<file path="config.mk">
export PLATFORM = sky130hd
export DESIGN_NAME = plab5_mcore_mem_domain_arb
export DESIGN_NICKNAME = d
export VERILOG_FILES = /design/src/rtl/plab5_mcore_mem_domain_arb.sv
export SDC_FILE = /design/constraint.sdc
export NUM_CORES = 1
export LEC_CHECK = 0
export BUFFER_PORTS_ARGS = -buffer_cell sky130_fd_sc_hd__buf_2
export CAP_MARGIN = 20
export CORE_AREA = 2 2 153 155
export CTS_BUF_LIST = sky130_fd_sc_hd__clkbuf_8
export DETAILED_ROUTE_END_ITERATION = 16
export DIE_AREA = 0 0 155 157
export PLACE_DENSITY = 0.41
export SLEW_MARGIN = 20
export SYNTH_ARGS = -nofsm -noshare
export SYNTH_HDL_FRONTEND = slang
export SYNTH_SLANG_ARGS = --single-unit
export TNS_END_PERCENT = 100
</file>
<file path="constraint.sdc">
create_clock -name clk -period 2.7 [get_ports clk]
set_input_delay 0.54 -clock clk [delete_from_list [all_inputs] [get_ports clk]]
set_output_delay 0.54 -clock clk [all_outputs]
set_load 0.03 [all_outputs]
</file>
<file path="src/rtl/plab5_mcore_mem_domain_arb.sv">
// Shares one bank request port between two security domains: round-robin (mode=0) or
// time-division slots with a guard band (mode=1). Define PLAB5_MCORE_MEM_DOMAIN_ARB_PERF_EN for perf counters.
module plab5_mcore_mem_domain_arb #(
    parameter int p_msg_nbits   = 77,
    parameter int p_resp_nbits  = 47,
    parameter int p_slot_cycles = 16,
    parameter int p_guard       = 4,
    parameter int p_max_outs    = 2
) (
    input  logic                    clk,
    input  logic                    reset,
    input  logic                    mode,

    input  logic                    req_val_p0,
    output logic                    req_rdy_p0,
    input  logic [p_msg_nbits-1:0]  req_msg_p0,
    input  logic                    req_val_p1,
    output logic                    req_rdy_p1,
    input  logic [p_msg_nbits-1:0]  req_msg_p1,

    output logic                    out_val,
    input  logic                    out_rdy,
    output logic [p_msg_nbits-1:0]  out_msg,
    output logic                    out_domain,

    input  logic                    resp_in_val,
    output logic                    resp_in_rdy,
    input  logic [p_resp_nbits-1:0] resp_in_msg,
    input  logic                    resp_in_domain,

    output logic                    resp_val_p0,
    input  logic                    resp_rdy_p0,
    output logic [p_resp_nbits-1:0] resp_msg_p0,
    output logic                    resp_val_p1,
    input  logic                    resp_rdy_p1,
    output logic [p_resp_nbits-1:0] resp_msg_p1,

    output logic                    cur_owner,
    output logic                    err
`ifdef PLAB5_MCORE_MEM_DOMAIN_ARB_PERF_EN
    ,
    output logic [15:0]             perf_grants_p0,
    output logic [15:0]             perf_grants_p1,
    output logic [15:0]             perf_guard_stall
`endif
);

    localparam int SW = $clog2(p_slot_cycles);
    localparam int OW = $clog2(p_max_outs + 1);
    localparam logic [SW-1:0] SLOT_LAST = SW'(p_slot_cycles - 1);
    localparam logic [SW:0]   WIN_END   = (SW+1)'(p_slot_cycles - p_guard);
    localparam logic [OW-1:0] OUTS_MAX  = OW'(p_max_outs);

    function automatic logic [OW-1:0] outs_next(input logic [OW-1:0] cnt,
                                                input logic inc, input logic dec);
        logic [OW-1:0] r;
        r = cnt;
        if (inc && !dec)
            r = cnt + OW'(1);
        else if (dec && !inc && cnt != '0)
            r = cnt - OW'(1);
        return r;
    endfunction

    function automatic logic outs_underflow(input logic [OW-1:0] cnt,
                                            input logic inc, input logic dec);
        return dec & ~inc & (cnt == '0);
    endfunction

    function automatic logic [15:0] sat_inc16(input logic [15:0] v, input logic en);
        return (en && v != 16'hFFFF) ? v + 16'd1 : v;
    endfunction

    logic [SW-1:0] slot_cnt;
    logic          slot_owner;
    logic          rr_last;
    logic [OW-1:0] outs_d0;
    logic [OW-1:0] outs_d1;
    logic          hold_vld;
    logic          hold_dom;
    logic          mode_q;

    logic          elig0;
    logic          elig1;
    logic          owner_elig;
    logic          in_window;
    logic          slot_wrap;
    logic          sel;
    logic          grant_ok;
    logic          fire;
    logic          fire0;
    logic          fire1;
    logic          resp_fire;
    logic          resp_fire0;
    logic          resp_fire1;
    logic          guard_block;

    assign elig0      = req_val_p0 & (outs_d0 < OUTS_MAX);
    assign elig1      = req_val_p1 & (outs_d1 < OUTS_MAX);
    assign owner_elig = slot_owner ? elig1 : elig0;
    assign in_window  = {1'b0, slot_cnt} < WIN_END;
    assign slot_wrap  = (slot_cnt == SLOT_LAST);

    // A held grant survives the guard band; only new grants are suppressed there.
    always_comb begin
        sel      = 1'b0;
        grant_ok = 1'b0;
        if (mode_q) begin
            sel      = slot_owner;
            grant_ok = owner_elig & (hold_vld | in_window);
        end else begin
            if (hold_vld)
                sel = hold_dom;
            else if (elig0 && elig1)
                sel = ~rr_last;
            else
                sel = elig1;
            grant_ok = sel ? elig1 : elig0;
        end
    end

    assign guard_block = mode_q & owner_elig & ~hold_vld & ~in_window;

    assign out_val    = reset & grant_ok;
    assign out_msg    = sel ? req_msg_p1 : req_msg_p0;
    assign out_domain = sel;
    assign req_rdy_p0 = out_val & ~sel & out_rdy;
    assign req_rdy_p1 = out_val &  sel & out_rdy;
    assign fire       = out_val & out_rdy;
    assign fire0      = fire & ~sel;
    assign fire1      = fire &  sel;

    assign resp_in_rdy = reset & (resp_in_domain ? resp_rdy_p1 : resp_rdy_p0);
    assign resp_val_p0 = reset & resp_in_val & ~resp_in_domain;
    assign resp_val_p1 = reset & resp_in_val &  resp_in_domain;
    assign resp_msg_p0 = resp_in_msg;
    assign resp_msg_p1 = resp_in_msg;
    assign resp_fire   = resp_in_val & resp_in_rdy;
    assign resp_fire0  = resp_fire & ~resp_in_domain;
    assign resp_fire1  = resp_fire &  resp_in_domain;

    assign cur_owner = slot_owner;

    // Mode is sampled every edge (including during reset) so it takes effect one cycle later.
    always_ff @(posedge clk) begin
        mode_q <= mode;
    end

    always_ff @(posedge clk or negedge reset) begin
        if (!reset) begin
            slot_cnt   <= '0;
            slot_owner <= 1'b0;
            rr_last    <= 1'b1;
            outs_d0    <= '0;
            outs_d1    <= '0;
            hold_vld   <= 1'b0;
            hold_dom   <= 1'b0;
            err        <= 1'b0;
        end else begin
            if (slot_wrap) begin
                slot_cnt   <= '0;
                slot_owner <= ~slot_owner;
            end else begin
                slot_cnt <= slot_cnt + SW'(1);
            end

            // Pending grants are dropped on a mode change or on a TDM slot wrap.
            hold_vld <= out_val & ~out_rdy & (mode == mode_q) & ~(mode_q & slot_wrap);
            hold_dom <= sel;

            if (fire && !mode_q)
                rr_last <= sel;

            outs_d0 <= outs_next(outs_d0, fire0, resp_fire0);
            outs_d1 <= outs_next(outs_d1, fire1, resp_fire1);
            if (outs_underflow(outs_d0, fire0, resp_fire0) ||
                outs_underflow(outs_d1, fire1, resp_fire1))
                err <= 1'b1;
        end
    end

`ifdef PLAB5_MCORE_MEM_DOMAIN_ARB_PERF_EN
    always_ff @(posedge clk or negedge reset) begin
        if (!reset) begin
            perf_grants_p0   <= '0;
            perf_grants_p1   <= '0;
            perf_guard_stall <= '0;
        end else begin
            perf_grants_p0   <= sat_inc16(perf_grants_p0, fire0);
            perf_grants_p1   <= sat_inc16(perf_grants_p1, fire1);
            perf_guard_stall <= sat_inc16(perf_guard_stall, guard_block);
        end
    end
`endif

endmodule
</file>
Yosys cells after proc, flatten, opt, wreduce, memory -nomap -nowiden
Cells that the tools add are included.
W data, S select, Z words.
Word-level totals
  output and inout bits: 180
  input port bits: 211
  register bits after elaboration: 14
Cells by class
  add/sub/neg operators: 5
  bitwise operators: 35
  reduce and logical (&&, ||, !) cells: 20
  equal/unequal tests: 2
  order comparisons: 3
  mux-type cells: 14
Operators by type and width (number)
  $mux W77: 1
  $and A1 B1 Y1: 26
  $logic_and A1 B1 Y1: 8
  $mux W1: 8
  $mux W2: 4
  $not A1 Y1: 8
  $reduce_bool A2 Y1: 4
  $logic_not A1 Y1: 5
  $add A2 B1 Y2 const B: 2
  $add A4 B1 Y4 const B: 1
  $eq A4 B4 Y1 const B: 1
  $logic_not A2 Y1: 2
  $lt A2 B2 Y1 const B: 2
  $lt A4 B4 Y1 const B: 1
  $mux W4: 1
  $sub A2 B1 Y2 const B: 2
  $eq A1 B1 Y1: 1
  $logic_or A1 B1 Y1: 1
  $or A1 B1 Y1: 1

Depth between registers and ports, before layout
Gate-level depths: netlist of run 1.
  depth after elaboration: 16
  depth in mapped cells: 7
  mapped depth without buffers: 6

Worst setup path before layout of run 1
OpenSTA, ideal clock, no wires.
  path type: in2out
  start point: input req_val_p1
  end point: output req_rdy_p1
  cell stages on the path: 6
  path buffers: 2
  path slack: 0.253 ns
  data required time: 2.160 ns
  arrival: 1.907 ns
  cells stage by stage: or3b_4 -> o21ai_2 -> nand2_1 -> buf_6 -> clkbuf_1 -> nor2_1
Between the ends
  longest elaborated chain between the ends: 10
  elaborated cells on any way between the ends: 13
  those cells by class: mux (7); bitwise (5); reduce/logical (1)
RTL lines
  start, declared: RTL line 17  | input logic req_val_p1,
  $and A1 B1 Y1 *: RTL line 99  | assign elig1 = req_val_p1 & (outs_d1 < OUTS_MAX);
  $logic_and A1 B1 Y1: RTL line 114  | else if (elig0 && elig1)
  $mux W1: RTL line 114
  $mux W1: RTL line 112  | if (hold_vld)
  $mux W1: RTL line 108  | if (mode_q) begin
  $mux W1: RTL line 118  | grant_ok = sel ? elig1 : elig0;
  $mux W1: RTL line 108
  $and A1 B1 Y1: RTL line 124  | assign out_val = reset & grant_ok;
  $and A1 B1 Y1 * (2 in a row): RTL line 128  | assign req_rdy_p1 = out_val & sel & out_rdy;
  end, declared: RTL line 18  | output logic req_rdy_p1,
Mark *: on every way between the ends. The rest lies on a longest branch, timed or not. The select of a mux whose other input is x is not followed.

Worst setup path in the final report of run 1
  start point: register hold_vld
  end point: output out_msg[71]
Between the ends
  longest elaborated chain between the ends: 4
RTL lines
  start, declared: RTL line 79  | logic hold_vld;
  start signal, assigned: RTL line 168  | hold_vld <= out_val & ~out_rdy & (mode == mode_q) & ~(mode_q & slot_wrap);
  $mux W1: RTL line 112
  $mux W1 (2 in a row): RTL line 108
  $mux W77: RTL line 125  | assign out_msg = sel ? req_msg_p1 : req_msg_p0;
  end, declared: RTL line 23  | output logic [p_msg_nbits-1:0] out_msg,
No other way between the ends. The select of a mux whose other input is x is not followed.

==> results.ini, run 1 <==
[pwr]
peakVddDrop_mv=0.156
pwr_density_cell_mw_per_mm2=565
power.leakage_nw=2.11

[setup_path]
ff2ff_setup_slack_ns=0.71
worstSetupStartpoint=hold_vld$_DFF_PN0_
crit_fanout=23
critPathBufInv=3
slowest_delay_ns=0.44
path_common_cell=nand2_1
cp-start-kind=flop
rr_worst_depth=7
end_kind=output port
r2r_start=hold_vld$_DFF_PN0_
worstSetupPathType=flop to output port
worstPathRequired_ns=2.16
crit_arrival_ns=2.08
path_cells=or3b_4 > o21ai_4 > nand2_4 > inv_6 > buf_12 > nand2_1 > nand2_1 > buf_2
crit_family=simple AND/OR/NAND/NOR gates
slowest_stage=or3b_4
reg2reg_to=err$_DFFE_PN0P_

[die]
die_y_um=157
core_mm2=0.0225
die_x_um=155
ios=391
rows=55
initial_core_util_pct=11.0
die_area_mm2=0.0243

[final_layout]
fillers=2647
syn_to_final_growth_pct=41.0
antenna_cells=0
area.sequential_um2=348
drive_gt1_share_pct=47.3
design_area_mm2=0.00348
final_nets=790
utilization_pct=15.5
multi_input_area_mm2=0.00132

[synthesis]
yosys_warnings=0
ys_seq_area_share_pct=14.0
ys_types=40
synth_nets=640
yosys_most_used_dff=dfrtp_1
ys_seq_elements=14
synth_top_area_share_pct=36.2
yosys.area.top_type=nand2_1
synthArstFlopShare_pct=92.9
synthTopCellsByArea=nand2_1 36%, buf_4 29%, dfrtp_1 12%
netlist_instances=428
synth_edf_count=0
syn_area_mm2=0.00247
syn_avg_cell_area_um2=5.77

[global_routing]
grt_pass1_wl_um=14900
grt_pass1_vias=2761
grt_start_max_net_pins=47
overflow=0
grtUsageTotal_pct=7.91
antenna_found_initial=2

[clock_network]
root_buffer=clkbuf_8
clk_latency_ns=0.24
cts_num_sinks=14
tritoncts=yes
clk_pin_slew_ns=0.06
h-tree-depth=1
postCtsHoldBufs=0
numCtsBuffers=3
cts_setup_buffers=0
clock_path_buffers=2

[sta]
layout_min_cycle_time_ns=2.62
worstMarginPinSlew_ns=0.335
finalSetupViolCount=0
slew_violations=0
fmax_ghz=0.382
finalCritPeriodShare_pct=97.0
finalSetupTns_ns=0
rsz0062_at_grt=no
clock_skew_ns=0.00245
max-slew-margin-rel_pct=77.7
hold_viol=0

[flow_run]
cap_viol_max_count=0

[place]
gp_congestion=0.699
hpwl_um=9560
port_buffers=249
dpl_cell_area_mm2=0.00335

[worst_hold_path]
hold_class=input pin to async pin

[route]
first_iter_violations=138
first_pass_iters=4
ant_nets=0
drc=0
routedWlPerCell_um=13.5
wl_um=11700
via_count=3084
via_per_inst=3.58

[outcome]
status=finished clean

## worst register-to-register path: stages, from the launching register on
cell and delay [ns]:
dfrtp_1 0.42, or3b_4 0.44, o21ai_4 0.17, nand2_4 0.11
inv_6 0.13, clkbuf_16 0.21, a31oi_1 0.12, a211o_1 0.28
## report_power, final
| group | switching (mW) | internal (mW) |
|---|---|---|
| combinational | 0.976 | 0.479 |
| sequential | 0.0484 | 0.259 |
| clock | 0.0780 | 0.129 |
| total | 1.10 | 0.867 |
## worst max-delay path by stage
stage                             end  slack [ns]  depth (start not counted)
after global routing      out_msg[72]       0.003                          8
after detailed placement  out_msg[52]        0.09                          9
final                     out_msg[71]        0.08                          8
after global placement    out_msg[52]        0.11                          9
after floorplan            req_rdy_p1        0.25                          6
after CTS                 out_msg[71]       0.009                          8
## routing by layer
layer	up-vias	global-route usage [%]	wire (µm)
li1	1530	-	-
met1	1279	7.66	3980
met2	241	15.2	5810
met3	30	3.36	1590
met4	4	2.47	256
met5	-	0	24
## per-stage QoR
step	instances	worst slack (ns)	hold WS (ns)	power [mW]
floorplan	428	0.253	0.244	1.49
global placement	856	0.110	0.481	1.73
detailed placement	856	0.0936	0.485	1.72
CTS	860	0.00887	0.233	1.93
global route	862	0.00252	0.241	2.11
finish	862	0.0816	0.231	1.97
## cell usage in the layout, fill, tap and decap left out, drive strengths merged, types with 2 or more instances in the layout
cell and count:
clkbuf 7, nor2 3, nand2b 3, and3b 2, o21ai 10, nand3 5, nand2 238, a31oi 3
inv 3, nand3b 2, a21oi 4, nor2b 4, and3 3, o211ai 2, nand4 2, buf 255
xnor2 2, dfrtp 12
## area by class of cell
class	count	area share [%]
Timing Repair Buffer	258	39.8
Multi-Input combinational cell	298	37.9
Clock buffer	4	1.58
Inverter	3	0.467
Tap cell	285	10.2
Sequential cell	14	9.99
## sequential cells by signal (all words and copies together) (netlist names)
| register | flops |
|---|---|
| hold_dom | 1 |
| hold_vld | 1 |
| rr_last | 1 |
| cur_owner | 1 |
| mode_q | 1 |
| slot_cnt | 4 |
| err | 1 |
| outs_d1 | 2 |
| outs_d0 | 2 |
## synth_stat cells (2+ instances only)
cell	count
xnor2_1	2
buf_6	2
o211ai_1	2
nor2b_1	4
nand3b_1	2
buf_4	95
a21oi_1	4
and3_1	2
a31oi_1	3
dfrtp_1	12
o21ai_0	9
clkbuf_1	8
nand4_1	2
nand3_1	5
nand2b_1	3
inv_1	2
buf_2	8
and3b_1	2
nor2_1	3
nand2_1	238
## cells by family (layout without fill, tap and decap cells)
group	after synthesis	in the layout	share of synthesized area, %
XOR/XNOR	3	3	1.06
flip-flops	14	14	14.0
AO/OA/AOI/OAI	24	24	6.38
AND/OR/NAND/NOR	268	268	44.1
multiplexers	2	2	0.861
buffers and inverters	116	265	33.1
adder cells (fa/ha/maj)	1	1	0.507
## repair_timing
item,CTS,global route
resized for setup,1,7
setup endpoints to repair,1,46
cloned,0,2
Power figures use the tool's default switching activity.
==> inputs of run 2 (changes only) <==
Settings changed: BUFFER_PORTS_ARGS -buffer_cell sky130_fd_sc_hd__buf_2 to not set, CORE_AREA 2 2 153 155 to 2 2 154 156, DIE_AREA 0 0 155 157 to 0 0 156 158, DONT_BUFFER_PORTS set to 1, PLACE_DENSITY 0.41 to 0.3.
==> results.ini, run 2 (synthesized netlist as in run 1, its figures left out) <==
[route]
via_per_inst=3.54  ; -1.0%
ant_nets=0  ; unchanged
first_iter_violations=51  ; -63%
first_pass_iters=6  ; +2
wl_um=8390  ; -28%
routedWlPerCell_um=12.8  ; -5.4%
drc=0  ; unchanged
via_count=2323  ; -25%

[final_layout]
final_common_cell=nand2_1
utilization_pct=12.8  ; -2.6 points
multi_input_area_mm2=0.00131  ; -0.57%
regMostFlops=slot_cnt
antenna_cells=0  ; unchanged
largest_reg_flops=4  ; unchanged
area.sequential_um2=347  ; -0.36%
final_nets=579  ; -27%
top_regs=slot_cnt: 4 flops, outs_d0: 2 flops, outs_d1: 2 flops
final_cell_mix=237 x nand2_1, 41 x buf_12, 12 x dfrtp_1
fillers=2605  ; -1.6%
drive_gt1_share_pct=16.4  ; -31 points
syn_to_final_growth_pct=19.8

[sta]
worstMarginPinSlew_ns=0.577  ; +0.243 ns
slew_violations=0  ; unchanged
max-slew-margin-rel_pct=61.4  ; -16 points
clock_skew_ns=0.00486  ; +0.00240 ns
finalSetupTns_ns=0  ; unchanged
whs_ns=0.138  ; -0.0934 ns
finalCritPeriodShare_pct=96.3  ; -0.67 points
fin_ws_ns=0.0996  ; +0.0180 ns
fmax_ghz=0.385  ; +0.69%
rsz0062_at_grt=no
finalSetupViolCount=0  ; unchanged
hold_viol=0  ; unchanged
layout_min_cycle_time_ns=2.60  ; -0.0180 ns

[clock_network]
cts_setup_buffers=0  ; unchanged
clk_latency_ns=0.25  ; about the same
h-tree-depth=1  ; unchanged
tritoncts=yes
root_buffer=clkbuf_8
cts_num_sinks=14  ; unchanged
clk_pin_slew_ns=0.06  ; about the same
numCtsBuffers=3  ; unchanged
clock_path_buffers=2  ; unchanged

[pwr]
netSwitchingFraction_pct=52.0  ; -4.0 points
pwr_density_cell_mw_per_mm2=691  ; +22%
power.internal_mw=0.981  ; +13%
seqPwrFrac_pct=16.1  ; +0.5 points
p_clk_share_pct=10.1  ; -0.4 points
peakVddDrop_mv=0.166  ; +6.5%
power.leakage_nw=1.44  ; -32%
p_switching_mw=1.06  ; -3.6%
power_frac_comb_pct=73.9  ; about the same

[die]
die_y_um=158  ; +0.64%
initial_core_util_pct=10.7  ; -0.26 points
rows=56  ; +1.8%
die_area_mm2=0.0246  ; +1.3%
die_x_um=156  ; +0.65%
core_mm2=0.0231  ; +2.4%
ios=391  ; unchanged

[global_routing]
antenna_found_initial=0  ; -2
grt_start_max_net_pins=61  ; +30%
grt_pass1_wl_um=10500  ; -29%
grtUsageTotal_pct=5.63  ; -2.3 points
grt_pass1_vias=2037  ; -26%
overflow=0  ; unchanged

[setup_path]
worstSetupStartpoint=outs_d1[1]$_DFFE_PN0P_
end_kind=output port
cp-start-kind=flop
crit_arrival_ns=2.06  ; -0.02 ns
r2r_start=outs_d1[1]$_DFFE_PN0P_
crit_fanout=37  ; +61%
ff2ff_setup_slack_ns=0.73  ; +0.02 ns
reg2reg_to=err$_DFFE_PN0P_
rr_worst_depth=6  ; -1
worstSetupPathType=flop to output port
worstPathRequired_ns=2.16  ; about the same

[place]
port_buffers=0  ; -100%
dp_worst_setup_slack_ns=0.276  ; +0.182 ns
gp_congestion=0.748  ; +7.1%
hpwl_um=7070  ; -26%

[flow_run]
cap_viol_max_count=0  ; unchanged

[worst_hold_path]
hold_class=input pin to async pin

[outcome]
status=finished clean

-- run 2: cell types whose count changed in the layout (fill, tap and decap cells not counted), sizes merged --
cell / before / now
buf: 255 / 46
clkbuf: 7 / 4
clkinv: 0 / 1
dlygate4sd3: 0 / 1
inv: 3 / 2
-- run 2: metal layers --
layer  up-vias  GRT usage, %  part of all wire, %
li1       1107             -                    -
met1       978          4.69                   32
met2       208          12.0                   54
met3        30          1.20                  9.8
met4         0          3.19                  4.1
met5         -             0                    0
-- run 2: cell type report --
cell class | instances | area share (%)
Multi-Input combinational cell | 298 | 44.4
Timing Repair Buffer | 47 | 29.3
Tap cell | 290 | 12.3
Sequential cell | 14 | 11.7
Clock buffer | 4 | 1.86
Inverter | 3 | 0.423
-- run 2: worst max path at each step --
stage | endpoint | cells past startpoint
4_1_cts | out_msg[34] | 8
3_3_place_gp | out_msg[34] | 8
6_report | out_msg[8] | 8
3_5_place_dp | out_msg[34] | 8
2_1_floorplan | req_rdy_p1 | 6
5_1_grt | out_msg[34] | 8
-- run 2: power groups by stage --
stage | Combinational, mW | Sequential, mW | Clock [mW]
after floorplan | 1.18 | 0.305 | 0
after global placement | 1.53 | 0.334 | 0
after detailed placement | 1.52 | 0.332 | 0
after CTS | 1.53 | 0.328 | 0.212
after global routing | 1.62 | 0.336 | 0.223
final | 1.51 | 0.328 | 0.206
-- run 2: critical path, stage by stage, from the launching register on --
cell and delay, ns:
dfrtp_1 0.44, or3b_4 0.41, o21ai_2 0.18, nand2_4 0.09
clkinv_2 0.09, buf_12 0.19, nand2_1 0.10, nand2_1 0.14
buf_12 0.13
-- run 2: repair_timing --
item,in CTS,in global routing
endpoints found under the hold margin,12,0
gates resized for setup,0,0
setup endpoints to repair,0,0
hold buffers,1,0
-- run 2: stage by stage --
step / instance area [µm²] / instances / power, mW
floorplan: 2470 / 428 / 1.49
finish: 2960 / 656 / 2.04
CTS: 2960 / 656 / 2.07
global route: 2960 / 656 / 2.17
global placement: 2890 / 651 / 1.87
detailed placement: 2890 / 651 / 1.85
==> inputs of run 3 (changes only) <==
Settings changed: CORE_AREA 2 2 154 156 to 2 2 152 154, DIE_AREA 0 0 156 158 to 0 0 154 156.
==> results.ini, run 3 (synthesized netlist as in run 1, its figures left out) <==
[final_layout]
utilization_pct=10.0  ; -2.8 points
fin_cells=615  ; -6.3%
final_nets=543  ; -6.2%
syn_to_final_growth_pct=-9.22
design_area_mm2=0.00224  ; -24%
regMostFlops=slot_cnt
antenna_cells=0  ; unchanged
top_regs=slot_cnt: 4 flops, outs_d0: 2 flops, outs_d1: 2 flops
drive_gt1_share_pct=11.5  ; -4.9 points
final_common_cell=nand2_1
final_cell_mix=223 x nand2_1, 14 x nand2_2, 12 x dfrtp_1
largest_reg_flops=4  ; unchanged

[die]
die_area_mm2=0.0240  ; -2.5%
core_mm2=0.0224  ; -3.0%
ios=391  ; unchanged
die_y_um=156  ; -1.3%
initial_core_util_pct=11.0  ; +0.33 points
rows=55  ; -1.8%
die_x_um=154  ; -1.3%

[setup_path]
crit_arrival_ns=2.08  ; +0.02 ns
r2r_start=hold_vld$_DFF_PN0_
crit_family=simple AND/OR/NAND/NOR gates
worstSetupPathType=flop to output port
path_cells=or3b_4 > o21ai_2 > nand2_4 > clkinv_2 > buf_12 > nand2_1 > nand2_1
worstPathRequired_ns=2.16  ; about the same
rr_worst_depth=7  ; +1
cp-start-kind=flop
ff2ff_setup_slack_ns=0.72  ; about the same
reg2reg_to=err$_DFFE_PN0P_
path_common_cell=nand2_1
slowest_stage=dfrtp_1
slowest_delay_ns=0.42  ; -0.02 ns
crit_fanout=49  ; +32%
critPathBufInv=2  ; -1
end_kind=output port

[route]
first_iter_violations=128  ; +150%
wl_um=8050  ; -4.1%
ant_nets=0  ; unchanged
first_pass_iters=4  ; -2
via_count=2216  ; -4.6%
via_per_inst=3.60  ; +1.8%
drc=0  ; unchanged
routedWlPerCell_um=13.1  ; +2.3%

[place]
port_buffers=0  ; unchanged
dpl_cell_area_mm2=0.00214  ; -26%
hpwl_um=6470  ; -8.5%
dp_worst_setup_slack_ns=0.221  ; -0.0552 ns
placedCellCount=610  ; -6.3%
gp_congestion=0.741  ; -1.0%

[global_routing]
overflow=0  ; unchanged
grt_start_max_net_pins=84  ; +38%
antenna_found_initial=0  ; unchanged
grtUsageTotal_pct=5.53  ; -0.098 points
grt_pass1_vias=1849  ; -9.2%
grt_pass1_wl_um=10300  ; -2.4%

[pwr]
finalPower_mw=1.61  ; -21%
pwr_density_cell_mw_per_mm2=718  ; +3.9%
peakVddDrop_mv=0.138  ; -17%
power.leakage_nw=1.10  ; -24%

[sta]
slew_violations=0  ; unchanged
whs_ns=0.132  ; -0.00637 ns
finalSetupViolCount=0  ; unchanged
layout_min_cycle_time_ns=2.62  ; +0.0214 ns
finalSetupTns_ns=0  ; unchanged
rsz0062_at_grt=no
worstMarginPinSlew_ns=0.601  ; +0.0237 ns
finalCritPeriodShare_pct=97.1  ; +0.79 points
fin_ws_ns=0.0782  ; -0.0214 ns
fmax_ghz=0.381  ; -0.82%
clock_skew_ns=0.00145  ; -0.00341 ns
max-slew-margin-rel_pct=59.8  ; -1.6 points
hold_viol=0  ; unchanged

[outcome]
status=finished clean

[clock_network]
cts_num_sinks=14  ; unchanged
clk_latency_ns=0.25  ; about the same
tritoncts=yes
root_buffer=clkbuf_8
numCtsBuffers=3  ; unchanged
clock_path_buffers=2  ; unchanged
h-tree-depth=1  ; unchanged
clk_pin_slew_ns=0.06  ; about the same
cts_setup_buffers=0  ; unchanged

[worst_hold_path]
hold_class=input pin to async pin

[flow_run]
cap_viol_max_count=0  ; unchanged

## run 3: cell type report
type | instances | area (µm²)
Inverter | 3 | 12.5
Fill cell | 2579 | 20100
Multi-Input combinational cell | 298 | 1350
Timing Repair Buffer | 11 | 123
Clock buffer | 4 | 55.1
Tap cell | 285 | 357
Sequential cell | 14 | 347
## run 3: worst max path at each step
stage	startpoint	to	slack, ns	depth (start not counted)
floorplan	req_val_p1	req_rdy_p1	0.25	6
global placement	req_val_p1	out_msg[10]	0.24	7
detailed placement	req_val_p1	out_msg[18]	0.22	7
CTS	hold_vld$_DFF_PN0_	out_msg[18]	0.03	7
global route	hold_vld$_DFF_PN0_	out_msg[3]	0.0007	7
finish	hold_vld$_DFF_PN0_	out_msg[16]	0.08	7
## run 3: repair_timing
item,CTS,global route
gates resized for setup,0,14
hold buffers,1,0
endpoints found under the setup margin,0,14
hold endpoints to repair,12,0
## run 3: metal layers
metal	up-vias	GRT usage, %	share of wire (%)
met3	31	2.72	14
li1	1032	-	-
met4	0	2.00	2.5
met1	949	6.07	38
met5	-	0	0
met2	204	9.27	45
## run 3: power by group
part           leakage, nW  total (mW)  internal, mW  switching [mW]
clock               0.0288       0.210         0.129          0.0809
combinational        0.916        1.08         0.236           0.845
sequential           0.159       0.318         0.257          0.0606
total                 1.10        1.61         0.622           0.987
## run 3: worst reg2reg max path: stages, from the launching register on
cell,delay [ns]
dfrtp_1,0.42
or3b_4,0.43
o21ai_2,0.21
nand2_4,0.09
clkinv_2,0.09
buf_12,0.22
a31oi_1,0.15
a211o_1,0.27
